$ cat src/rtl/apb_axi_mon_pkg.sv
// Shared encodings for the APB/AXI protocol monitor: burst types, error-bit
// indices and the 4 KB boundary width.
package apb_axi_mon_pkg;

   typedef enum logic [1:0] {
      BURST_FIXED = 2'd0,
      BURST_INCR  = 2'd1,
      BURST_WRAP  = 2'd2,
      BURST_RSVD  = 2'd3
   } burst_e;

   localparam int ERR_W            = 10;
   localparam int ERR_APB_NO_SETUP = 0;
   localparam int ERR_APB_NO_ACC   = 1;
   localparam int ERR_APB_UNSTABLE = 2;
   localparam int ERR_APB_PSEL_DRP = 3;
   localparam int ERR_A_RETRACT    = 4;
   localparam int ERR_A_UNSTABLE   = 5;
   localparam int ERR_A_BURST_RSVD = 6;
   localparam int ERR_A_BURST_GEOM = 7;
   localparam int ERR_B_UNSTABLE   = 8;
   localparam int ERR_B_ORPHAN     = 9;

   localparam int BOUNDARY_4K_W = 12;

   function automatic logic wrap_len_ok(input logic [7:0] len);
      return (len == 8'd1) || (len == 8'd3) || (len == 8'd7) || (len == 8'd15);
   endfunction

endpackage

$ cat src/rtl/axi_hs_stable_chk.sv
// Valid/ready channel checker: flags valid retracted, or payload changed,
// after a stalled cycle (valid=1, ready=0).
module axi_hs_stable_chk #(
   parameter int W = 8
) (
   input  logic         clk,
   input  logic         rst_n,
   input  logic         valid_i,
   input  logic         ready_i,
   input  logic [W-1:0] payload_i,
   output logic         retract_o,
   output logic         change_o
);

   logic         stall_q;
   logic [W-1:0] payload_q;

   always_ff @(posedge clk or negedge rst_n) begin
      if (!rst_n) begin
         stall_q   <= 1'b0;
         payload_q <= '0;
      end else begin
         stall_q   <= valid_i & ~ready_i;
         payload_q <= payload_i;
      end
   end

   assign retract_o = stall_q & ~valid_i;
   assign change_o  = stall_q & valid_i & (payload_i != payload_q);

endmodule

$ cat src/rtl/apb_axi_ab_if.sv
// Passive APB + AXI A/B-channel protocol monitor: sticky error flags,
// transfer counters and an outstanding-transaction count.
module apb_axi_ab_if
   import apb_axi_mon_pkg::*;
#(
   parameter int ADDR_WIDTH = 32,
   parameter int ID_WIDTH   = 4,
   parameter int APB_AW     = 32,
   parameter int APB_DW     = 32,
   parameter int CNT_WIDTH  = 16
) (
   input  logic                  clk,
   input  logic                  rst_n,
   input  logic                  psel,
   input  logic                  penable,
   input  logic                  pwrite,
   input  logic                  pready,
   input  logic                  pslverr,
   input  logic [APB_AW-1:0]     paddr,
   input  logic [APB_DW-1:0]     pwdata,
   input  logic [APB_DW-1:0]     prdata,
   input  logic                  avalid,
   input  logic                  aready,
   input  logic [ID_WIDTH-1:0]   aid,
   input  logic [ADDR_WIDTH-1:0] aaddr,
   input  logic [7:0]            alen,
   input  logic [2:0]            asize,
   input  logic [1:0]            aburst,
   input  logic                  bvalid,
   input  logic                  bready,
   input  logic [ID_WIDTH-1:0]   bid,
   input  logic [1:0]            bresp,
   input  logic                  err_clr,
   output logic [ERR_W-1:0]      err_vec,
   output logic                  err_pulse,
   output logic [CNT_WIDTH-1:0]  apb_cnt,
   output logic [CNT_WIDTH-1:0]  a_cnt,
   output logic [CNT_WIDTH-1:0]  b_cnt,
   output logic [CNT_WIDTH-1:0]  outstanding
);

   localparam int AP_W = ID_WIDTH + ADDR_WIDTH + 8 + 3 + 2;
   localparam int BP_W = ID_WIDTH + 2;

   logic                  hist_vld_q;
   logic                  setup_q, apb_stall_q, pwrite_q;
   logic [APB_AW-1:0]     paddr_q;
   logic [APB_DW-1:0]     pwdata_q;
   logic [ERR_W-1:0]      err_vec_q, err_vec_d, err_raw, err_now;
   logic                  err_pulse_q;
   logic [CNT_WIDTH-1:0]  apb_cnt_q, a_cnt_q, b_cnt_q, out_q, out_d;
   logic                  apb_setup, apb_access, apb_done, apb_stall, a_hs, b_hs;
   logic                  a_retract, a_change, b_retract, b_change, cross_4k;
   logic [ADDR_WIDTH-1:0] len_bytes, end_addr;
   logic                  unused_ok;

   assign unused_ok  = ^{prdata, pslverr};

   assign apb_setup  = psel & ~penable;
   assign apb_access = psel & penable;
   assign apb_done   = apb_access & pready;
   assign apb_stall  = apb_access & ~pready;
   assign a_hs       = avalid & aready;
   assign b_hs       = bvalid & bready;

   axi_hs_stable_chk #(.W(AP_W)) u_a_chk (
      .clk       (clk),
      .rst_n     (rst_n),
      .valid_i   (avalid),
      .ready_i   (aready),
      .payload_i ({aid, aaddr, alen, asize, aburst}),
      .retract_o (a_retract),
      .change_o  (a_change)
   );

   axi_hs_stable_chk #(.W(BP_W)) u_b_chk (
      .clk       (clk),
      .rst_n     (rst_n),
      .valid_i   (bvalid),
      .ready_i   (bready),
      .payload_i ({bid, bresp}),
      .retract_o (b_retract),
      .change_o  (b_change)
   );

   // Last byte of an INCR burst; any difference above bit 11 means a 4 KB crossing.
   assign len_bytes = (ADDR_WIDTH'(alen) + ADDR_WIDTH'(1)) << asize;
   assign end_addr  = aaddr + len_bytes - ADDR_WIDTH'(1);
   assign cross_4k  = end_addr[ADDR_WIDTH-1:BOUNDARY_4K_W] != aaddr[ADDR_WIDTH-1:BOUNDARY_4K_W];

   always_comb begin
      err_raw = '0;
      err_raw[ERR_APB_NO_SETUP] = apb_access & ~(setup_q | apb_stall_q);
      err_raw[ERR_APB_NO_ACC]   = setup_q & ~apb_access;
      err_raw[ERR_APB_UNSTABLE] = apb_stall_q & apb_access &
                                  ((paddr != paddr_q) | (pwrite != pwrite_q) | (pwdata != pwdata_q));
      err_raw[ERR_APB_PSEL_DRP] = apb_stall_q & ~psel;
      err_raw[ERR_A_RETRACT]    = a_retract;
      err_raw[ERR_A_UNSTABLE]   = a_change;
      err_raw[ERR_A_BURST_RSVD] = avalid & (aburst == BURST_RSVD);
      err_raw[ERR_A_BURST_GEOM] = avalid & (((aburst == BURST_WRAP) & ~wrap_len_ok(alen)) |
                                            ((aburst == BURST_INCR) & cross_4k));
      err_raw[ERR_B_UNSTABLE]   = b_retract | b_change;
      err_raw[ERR_B_ORPHAN]     = b_hs & ~a_hs & (out_q == '0);
      // The first cycle out of reset has no valid history to judge against.
      err_now   = hist_vld_q ? err_raw : '0;
      err_vec_d = (err_clr ? '0 : err_vec_q) | err_now;
   end

   always_comb begin
      out_d = out_q;
      case ({a_hs, b_hs})
         2'b10:   out_d = out_q + CNT_WIDTH'(1);
         2'b01:   if (out_q != '0) out_d = out_q - CNT_WIDTH'(1);
         default: out_d = out_q;
      endcase
   end

   always_ff @(posedge clk or negedge rst_n) begin
      if (!rst_n) begin
         hist_vld_q  <= 1'b0;
         setup_q     <= 1'b0;
         apb_stall_q <= 1'b0;
         pwrite_q    <= 1'b0;
         paddr_q     <= '0;
         pwdata_q    <= '0;
         err_vec_q   <= '0;
         err_pulse_q <= 1'b0;
         apb_cnt_q   <= '0;
         a_cnt_q     <= '0;
         b_cnt_q     <= '0;
         out_q       <= '0;
      end else begin
         hist_vld_q  <= 1'b1;
         setup_q     <= apb_setup;
         apb_stall_q <= apb_stall;
         pwrite_q    <= pwrite;
         paddr_q     <= paddr;
         pwdata_q    <= pwdata;
         err_vec_q   <= err_vec_d;
         err_pulse_q <= |err_now;
         apb_cnt_q   <= apb_cnt_q + CNT_WIDTH'(apb_done);
         a_cnt_q     <= a_cnt_q + CNT_WIDTH'(a_hs);
         b_cnt_q     <= b_cnt_q + CNT_WIDTH'(b_hs);
         out_q       <= out_d;
      end
   end

   assign err_vec     = err_vec_q;
   assign err_pulse   = err_pulse_q;
   assign apb_cnt     = apb_cnt_q;
   assign a_cnt       = a_cnt_q;
   assign b_cnt       = b_cnt_q;
   assign outstanding = out_q;

endmodule

$ cat config.mk
export PLATFORM = sky130hd
export DESIGN_NAME = apb_axi_ab_if
export DESIGN_NICKNAME = d
export VERILOG_FILES = /design/src/rtl/apb_axi_mon_pkg.sv /design/src/rtl/axi_hs_stable_chk.sv /design/src/rtl/apb_axi_ab_if.sv
export SDC_FILE = /design/constraint.sdc
export NUM_CORES = 1
export LEC_CHECK = 0
export CAP_MARGIN = 20
export CELL_PAD_IN_SITES_DETAIL_PLACEMENT = 1
export CELL_PAD_IN_SITES_GLOBAL_PLACEMENT = 2
export CORE_UTILIZATION = 32
export CTS_CLUSTER_DIAMETER = 30
export CTS_CLUSTER_SIZE = 16
export DETAILED_ROUTE_END_ITERATION = 16
export GPL_TIMING_DRIVEN = 0
export PLACE_DENSITY_LB_ADDON = 0.1
export RECOVER_POWER = 50
export REMOVE_ABC_BUFFERS = 1
export SYNTH_ARGS = -nofsm -noshare
export SYNTH_HDL_FRONTEND = slang
export SYNTH_HIERARCHICAL = 1
export SYNTH_SLANG_ARGS = --single-unit
$ cat constraint.sdc
create_clock -name clk -period 2.95 [get_ports clk]
set_input_delay 0.59 -clock clk [delete_from_list [all_inputs] [get_ports clk]]
set_output_delay 0.59 -clock clk [all_outputs]
set_load 0.005 [all_outputs]
# Word-level counts from Yosys, hierarchy flattened
# Cells that the tools add are included.
[word_totals]
mem_bits_ro = 0
wordCells = 95
mem_bits_rw = 0
ff_bits = 200
latch_bits = 0
mem_count = 0
[classes]
n_shift = 1
order_cmp = 0
n_addsub = 8
n_bitwise = 42
reduce_logical = 8
div_mod_pow = 0
n_mux = 4
mul = 0
eq_ne = 16
[ops]
columns = ["cell", "n"]
rows = [
  ["$ne A32 B32 Y1", 2],
  ["$ne A49 B49 Y1", 1],
  ["$add A16 B1 Y16", 3],
  ["$add A32 B32 Y32", 1],
  ["$pmux W16 S2", 1],
  ["$shl A9 B3 Y32", 1],
  ["$sub A32 B1 Y32 const B", 1],
  ["$and A1 B1 Y1", 25],
  ["$mux W10", 2],
  ["$ne A20 B20 Y1", 1],
  ["$add A16 B1 Y16 const B", 1],
  ["$logic_not A16 Y1", 1],
  ["$mux W16", 1],
  ["$reduce_bool A16 Y1", 1],
  ["$sub A16 B1 Y16 const B", 1],
  ["$not A1 Y1", 11],
  ["$or A10 B10 Y10", 1],
  ["$reduce_or A10 Y1", 1],
  ["$add A8 B1 Y9 const B", 1],
  ["$eq A8 B1 Y1 const B", 1],
  ["$eq A8 B2 Y1 const B", 1],
  ["$eq A8 B3 Y1 const B", 1],
  ["$eq A8 B4 Y1 const B", 1],
  ["$eq A2 B2 Y1 const B", 3],
  ["other kinds (8)", 15],
]

# Depth between registers and ports, before layout
# Gate-level depths: netlist of run 1.
[depth]
ltp_word = 10
ltp_mapped = 25

# Hierarchy
# Netlist of run 1, hierarchy kept.
[modules_own_cells]
columns = ["mod", "area_per_inst_um2", "instances", "cells_each"]
rows = [
  ["apb_axi_ab_if", 9027.4, 1, 969],
  ["axi_hs_stable_chk at u_a_chk", 1813.0, 1, 119],
  ["axi_hs_stable_chk at u_b_chk", 256.5, 1, 18],
]

# Worst setup path before layout of run 1
# No wires, ideal clock.
[synth_path]
path_type = "input -> register"
from = "input alen[2]"
to = "register err_pulse_q, in the netlist err_pulse"
required_ps = 2821
setup_slack_ps = -2368
path_stages = 23
setup_ps = 129
arrival_time_ps = 5189
path_cell_list = "clkbuf_1 > and3_1 > and2_1 > clkbuf_1 > nand2_1 > o211a_1 > o21ai_0 > o21ai_0 > nand2_1 > ha_1 > inv_1 > ha_1 > buf_6 > a21o_1 > a222oi_1 > o211ai_1 > or4_1 > or4_1 > nor4_1 > nand4b_1 > nor4_2 > a41oi_1 > a2111o_1"
[synth_between]
elab_chain_cells = 10
elab_cells_between_ends = 21
classes_between = "add/sub: 3; eq/ne: 6; shift: 1; mux: 1; bitwise: 6; reduce/logical: 4"
[synth_rtl]
columns = ["item", "line", "source"]
rows = [
  ["start, declared", "apb_axi_ab_if.sv:26", "input logic [7:0] alen,"],
  ["$add A8 B1 Y9 (tied with other cells)", "apb_axi_ab_if.sv:87", "assign len_bytes = (ADDR_WIDTH'(alen) + ADDR_WIDTH'(1)) << asize;"],
  ["$shl A9 B3 Y32 / $logic_or A1 B1 Y1 (equally long branches)", "apb_axi_ab_if.sv:87, apb_axi_mon_pkg.sv:27", ""],
  ["$add A32 B32 Y32 / $logic_or A1 B1 Y1 (equally long branches)", "apb_axi_ab_if.sv:88, apb_axi_mon_pkg.sv:27", ""],
  ["$sub A32 B1 Y32 / $logic_or A1 B1 Y1 (equally long branches)", "apb_axi_ab_if.sv:88, apb_axi_mon_pkg.sv:27", ""],
  ["$ne A20 B20 Y1 / $not A1 Y1 (equally long branches)", "apb_axi_ab_if.sv:89, apb_axi_ab_if.sv:101", ""],
  ["$and A1 B1 Y1, on equally long branches", "apb_axi_ab_if.sv:102, apb_axi_ab_if.sv:101", ""],
  ["$or A1 B1 Y1", "apb_axi_ab_if.sv:101", "err_raw[ERR_A_BURST_GEOM] = avalid & (((aburst == BURST_WRAP) & ~wrap_len_ok(alen)) |"],
  ["$and A1 B1 Y1", "apb_axi_ab_if.sv:101", ""],
  ["$mux W10 (*)", "apb_axi_ab_if.sv:106", "err_now = hist_vld_q ? err_raw : '0;"],
  ["$reduce_or A10 Y1 (*)", "apb_axi_ab_if.sv:141", "err_pulse_q <= |err_now;"],
  ["end signal, assigned", "apb_axi_ab_if.sv:141", ""],
  ["end, declared", "apb_axi_ab_if.sv:50", "logic err_pulse_q;"],
]
# Every way passes the cells marked *; elsewhere a longest branch is shown, timed or not.
# A chain may end at the register's enable or synchronous reset.

# Worst setup path after layout of run 1
[layout_path]
from = "input alen[1]"
to = "register err_pulse_q, in the netlist err_pulse"
# Same word-level chain as after synthesis.

==> results of run 1 <==
==> cell usage after synthesis, drive strengths merged, types with 7 or more instances <==
cell    number
nand4       38
and2        10
and3        15
a21o        16
nand2       91
xor2        85
a31oi        9
ha          66
nor3        11
nand3       33
inv         87
nor2b       10
or3          7
o21ai       47
nor4        30
clkbuf      18
a21oi       50
o211ai       7
xnor2      108
nor2        52
or2          9
dfrtp      200
mux2i        7
==> through the flow <==
stage,instance area (um2),cells
floorplan,10980,1082
global placement,13580,1734
detailed placement,13630,1736
CTS,14780,1794
global route,14940,1802
finish,14950,1804
==> power breakdown <==
group          switching, uW  total (uW)  internal (uW)
logic                   1310        2710           1400
clock network           1130        2360           1230
registers                316        3370           3050
==> placed cells by master, fill, tap and decap left out, drive strengths merged, types with 38 or more instances in the layout <==
cell type	n
xor2	85
nand4	38
a21oi	50
nand2	91
xnor2	108
ha	66
dfrtp	200
clkdlybuf4s50	188
buf	45
nor2	52
o21ai	47
inv	91
==> how the worst max path moves through the flow <==
stage	to	start	slack, ns
CTS	err_pulse$_DFF_PN0_	asize[2]	-1.77
finish	err_pulse$_DFF_PN0_	alen[1]	-1.83
global route	err_pulse$_DFF_PN0_	alen[4]	-2.00
floorplan	err_pulse$_DFF_PN0_	alen[4]	-1.97
detailed placement	err_pulse$_DFF_PN0_	alen[0]	-3.93
global placement	outstanding[9]$_DFFE_PN0P_	rst_n	-7.81
==> area by class of cell <==
type                    instances  area (um2)
clock buffers                  20       456.7
repair buffers                240        2381
well taps                     448       560.5
flip-flops and latches        200        5005
fillers                      3773       18920
clock inverters                12       116.4
inverters                      87       330.3
diodes                          2       5.005
multi-input cells             795        6093
==> cells by family after synthesis <==
family / share of synthesized area
compound gates: 0.1193
simple gates: 0.1495
mux: 0.01037
other cells: 0.0003379
flops: 0.4510
buf+inv: 0.04025
xor+xnor: 0.1530
fa+ha+maj: 0.07622
==> flip-flops by register name, summed over array words and instances, names as in the netlist, 6 cells and up <==
signal / count
u_a_chk/payload_q: 49
paddr_q: 32
pwdata_q: 32
a_cnt: 16
apb_cnt: 16
b_cnt: 16
outstanding: 16
err_vec: 10
u_b_chk/payload_q: 6
==> routing by layer <==
| layer | vias to the layer above | routed length [um] | global-route usage |
|---|---|---|---|
| li1 | 4324 | - | - |
| met1 | 4365 | 16310 | 0.2680 |
| met2 | 144 | 15040 | 0.3033 |
| met3 | 19 | 1045 | 0.03166 |
| met4 | 0 | 348 | 0.04816 |
| met5 | - | 0 | 0 |
==> worst register-to-register path, stage by stage (launching register included) <==
cell and delay, ns:
dfrtp_1 0.38, xor2_1 0.21, nor4_1 0.66, nand4_1 0.21, nor4_2 0.40, a21oi_1 0.17, nor4_1 0.27, nand3_1 0.13
a2111o_1 0.41
==> what timing repair did <==
item,in CTS,in global routing
gates resized for setup,135,35
gates cloned,0,0
buffers inserted,26,8
hold buffers,0,0
endpoints found under the setup margin,12,7
pin swaps,26,21
==> flow_summary.ini, run 1 <==
[run_status]
status = finished, violations left
violations = negative setup slack

[power]
power_density_nw_per_um2 = 563.9
leakage_uw = 0.006392
irDropWorstVdd_mv = 0.4206
total_power_uw = 8429

[route]
wl_per_cell_um = 18.15
drt_wl_total_um = 32740
detail-route-antenna-nets = 0
firstDrtPassIters = 4
vias_per_cell = 4.907
drt_iter0_markers = 304
drcViolationCount = 0
dr_total_vias = 8852

[worst_setup_path]
path_cells = buf_8 > and2_4 > and2_4 > a21oi_2 > a21oi_1 > a21oi_1 > a31oi_2 > mux2_4 > o21ai_2 > ha_1 > inv_2 > ha_4 > a21o_1 > a32oi_4 > a211oi_2 > or4_1 > or4_4 > nor4_4 > nand4b_1 > nor4_4 > a41oi_2 > a2111o_1
crit_type = in -> reg
crit_family = simple AND/OR/NAND/NOR gates
worst-path-stages = 22
critPathMaxFanout = 6
path_buf_inv = 2
r2r_end = err_pulse$_DFF_PN0_
cp-end-kind = flop
timing.rr.start = u_a_chk/payload_q[27]$_DFF_PN0_
slowest_delay_ns = 0.48
crit_arrival_ns = 5.10
crit_slowest_cell = or4_1
reg2reg_depth = 8
reg2reg_slack_ns = 0
crit_required_ns = 3.28
crit_path_start_kind = input port

[floorplanning]
rows = 67
coreArea_um2 = 33870
dieArea_um2 = 35430
start_util = 0.3277
die_h_um = 188.2
die_x_um = 188.2
num_io_pins = 238

[logic_synthesis]
synth_area_um2 = 11100
ys_ff_latch = 200
ys_seq_area_frac = 0.4510
async_reset_ff_frac = 1.000
synthCells = 1106
synth_edf_count = 0
ys.flop_type = dfrtp_1
synth_top_area_frac = 0.4510
synthDistinctLibCells = 73
post_synth.cell_area_avg_um2 = 10.03
yosysWarnings = 6
synth_area_leaders = dfrtp_1 (45%), xnor2_1 (8.4%), ha_1 (7.4%)
yosys.area.top_type = dfrtp_1

[cells_and_area]
fin_util = 0.4414
drive_gt1_frac = 0.1307
synthToLayoutAreaGrowth_pct = 34.71
num-nets-final = 1571

[global_routing]
grt_pass1_wl_um = 52390
grt_overflow_total = 0
grt_max_degree = 108
grtUsageTotal = 0.1906
grt_pass1_vias = 9326
antenna_found_initial = 1

[sta]
fin_ws_ns = -1.826
setup_viol = 2
layout_min_cycle_time_ns = 4.776
clock_skew_ns = 0.009885
slew-limit-headroom = 0.4323
period_share = 1.619
hold_viol_final = 0
rsz0062_at_grt = true
hold_ws_ns = 0.2197
max_freq_mhz = 209.4
drv_slew = 0
worst_pin_slew_ns = 0.8515
fin_tns_setup_ns = -3.540

[clocking]
root_buffer = clkbuf_16
clk_pin_slew_worst_paths_ns = 0.07
insertion_delay_ns = 0.45
cts_buffers = 17
numClockSinks = 200
h-tree-depth = 4
clk_path_buf_depth = 2
cts_tree = done

[placed_design]
dp_hpwl_um = 24740
dpl_worst_slack_ns = -3.931
gp_congestion = 0.8104
port_buffers = 204

[worst_hold_path]
hold_class = in -> async

[job]
drv_cap = 0
(Power assumes the default switching activity.)
==> inputs of run 2 (changes only) <==
--- a/config.mk
+++ b/config.mk
@@ -8,10 +8,11 @@
 export CAP_MARGIN = 20
 export CELL_PAD_IN_SITES_DETAIL_PLACEMENT = 1
 export CELL_PAD_IN_SITES_GLOBAL_PLACEMENT = 2
-export CORE_UTILIZATION = 32
+export CORE_UTILIZATION = 40
 export CTS_CLUSTER_DIAMETER = 30
 export CTS_CLUSTER_SIZE = 16
 export DETAILED_ROUTE_END_ITERATION = 16
+export DONT_BUFFER_PORTS = 1
 export GPL_TIMING_DRIVEN = 0
 export PLACE_DENSITY_LB_ADDON = 0.1
 export RECOVER_POWER = 50
==> run 2 against run 1 <==
Against the previous run:
- the flow finishes with violations (negative hold slack, negative setup slack)
- worst setup slack improved by 0.099 ns
- clock-buffer cell count decreased by 2
- non-clock buffer count decreased by 228
==> flow_summary.ini, run 2 (synthesis gave the netlist of run 1 again) <==
[cells_and_area]
stdcell_count = 1498
final_cell_mix = dfrtp_1 (200), xnor2_1 (107), nand2_1 (89), xor2_1 (83), inv_1 (82)
final_common_cell = dfrtp_1
top_regs = u_a_chk/payload_q: 49 flops, paddr_q: 32 flops, pwdata_q: 32 flops
synthToLayoutAreaGrowth_pct = 11.91
stdcell_area_um2 = 12420
fin_util = 0.4582
largest-register = u_a_chk/payload_q
num-nets-final = 1343
n_fill_cell = 3017
drive_gt1_frac = 0.1004
largest_register_ffs = 49
n_antenna_cell = 0

[route]
vias_per_cell = 5.316
dr_total_vias = 7964
drt_wl_total_um = 29310
firstDrtPassIters = 4
wl_per_cell_um = 19.57
detail-route-antenna-nets = 0
drt_iter0_markers = 389
drcViolationCount = 0

[clocking]
root_buffer = clkbuf_16
cts_tree = done
numClockSinks = 200
clk_path_buf_depth = 2
clk_pin_slew_worst_paths_ns = 0.09
h-tree-depth = 4
cts_buffers = 17
insertion_delay_ns = 0.45

[worst_setup_path]
crit_required_ns = 3.27
slowest_delay_ns = 0.50
reg2reg_depth = 8
crit_type = in -> reg
r2r_end = err_pulse$_DFF_PN0_
crit_arrival_ns = 5.00
critPathMaxFanout = 8
reg2reg_slack_ns = -0.13
crit_path_start_kind = input port
crit_slowest_cell = or4_4
crit_family = simple AND/OR/NAND/NOR gates
worst-path-stages = 21
timing.rr.start = u_a_chk/payload_q[27]$_DFF_PN0_
cp-end-kind = flop
path_buf_inv = 1
setup.worst_path.end = err_pulse$_DFF_PN0_
setup.worst_path.start = alen[4]
path_cells = and3_4 > and2_4 > a21oi_2 > a21oi_1 > a21oi_1 > a31oi_2 > mux2_4 > o21ai_2 > ha_1 > inv_2 > ha_4 > a21o_1 > a32oi_4 > a211oi_2 > or4_1 > or4_4 > nor4_4 > nand4b_1 > nor4_4 > a41oi_2 > a2111o_1

[power]
p_seq_frac = 0.454
pwr-share-comb = 0.236
power.share.switching = 0.3347
leakage_uw = 0.005436
p_int_uw = 5023
irDropWorstVdd_mv = 0.4073
power_density_nw_per_um2 = 608.0
total_power_uw = 7551
p_switching_uw = 2527
power.share.clock = 0.310

[floorplanning]
die_x_um = 168.6
num_io_pins = 238
start_util = 0.4095
die_h_um = 168.6
coreArea_um2 = 27100
dieArea_um2 = 28410
rows = 60

[sta]
drv_slew = 0
rsz0062_at_grt = true
slew-limit-headroom = 0.5482
layout_min_cycle_time_ns = 4.677
hold_ws_ns = -0.1717
fin_ws_ns = -1.727
max_freq_mhz = 213.8
clock_skew_ns = 0.01601
period_share = 1.585
hold_viol_final = 200
setup_viol = 2
worst_pin_slew_ns = 0.6716

[global_routing]
grt_pass1_vias = 8306
antenna_found_initial = 1
gr-usage-met1 = 0.2820
grt_pass1_wl_um = 46720
top_usage_layer = met2
grt_overflow_total = 0
grt_max_degree = 201
grt_util_met2 = 0.3412
grtUsageTotal = 0.2120
use_met3 = 0.06056

[placed_design]
dp_hpwl_um = 22370
place_area_um2 = 11460
gp_congestion = 0.7914
dp.cells = 1455
port_buffers = 0

[worst_hold_path]
hold_class = in -> async

[run_status]
status = finished, violations left
violations = negative hold slack, negative setup slack

[job]
drv_cap = 0
run 2: cell count changes in the layout (fill, tap and decap cells not counted), moves of 3 or more:
cell / before / now
clkdlybuf4s15_2: 3 / 0
clkdlybuf4s50_1: 188 / 0
a21oi_2: 10 / 3
o21ai_1: 1 / 7
buf_6: 3 / 0
buf_4: 32 / 11
a21oi_1: 40 / 47
clkinv_2: 3 / 0
o21ai_2: 8 / 2
buf_12: 4 / 0
clkinv_8: 0 / 3
ha_1: 52 / 55
run 2: worst register-to-register path: stages (launching register included):
cell and delay [ns]:
dfrtp_1 0.38, xor2_1 0.20, nor4_1 0.63, nand4_1 0.17
nor4_1 0.55, a21oi_1 0.21, nor4_1 0.27, nand3_1 0.13
a2111o_1 0.41
run 2: worst min path at each step:
stage	startpoint	endpoint	cells after the start
final	rst_n	u_a_chk/payload_q[5]$_DFF_PN0_	0
after global routing	rst_n	paddr_q[7]$_DFF_PN0_	0
after CTS	rst_n	u_a_chk/payload_q[5]$_DFF_PN0_	0
after detailed placement	rst_n	paddr_q[7]$_DFF_PN0_	0
after global placement	rst_n	paddr_q[11]$_DFF_PN0_	0
after floorplan	rst_n	a_cnt[0]$_DFF_PN0_	0
run 2: layer usage:
layer  part of all wire  vias up
li1                   -     3872
met1               0.46     3921
met3              0.067       15
met2               0.47      156
met5                  0        -
met4             0.0093        0
run 2: layout make-up:
type                            instances  area, um2  share of cell area
Clock buffer                           18      429.2             0.03456
Tap cell                              372      465.4             0.03748
Multi-Input combinational cell        795       5938              0.4782
Inverter                               87      330.3             0.02660
Sequential cell                       200       5005              0.4030
Clock inverter                         14      152.6             0.01229
Timing Repair Buffer                   12      97.59            0.007859
run 2: power by group through the flow:
stage	logic, uW	clock network (uW)	registers [uW]
after floorplan	1290	0	3360
after global placement	1580	0	3480
after detailed placement	1620	0	3490
after CTS	1730	2420	3440
after global routing	2020	2520	3480
final	1780	2340	3430
run 2: stage by stage:
step           TNS [ns]  hold slack [ns]  setup WS (ns)
6_report         -3.353          -0.1717         -1.727
5_1_grt          -3.771          -0.1993         -1.940
4_1_cts          -3.331          -0.1954         -1.716
3_5_place_dp     -9.456           0.2991         -2.832
3_3_place_gp     -13.12           0.2985         -2.854
2_1_floorplan    -4.158           0.2944         -1.965
run 2: what timing repair did:
item                                    CTS  global route
pin swaps                                18            13
resized for setup                        46            18
endpoints found under the hold margin   200           200
buffers inserted                          8             3
endpoints found under the setup margin    7             6
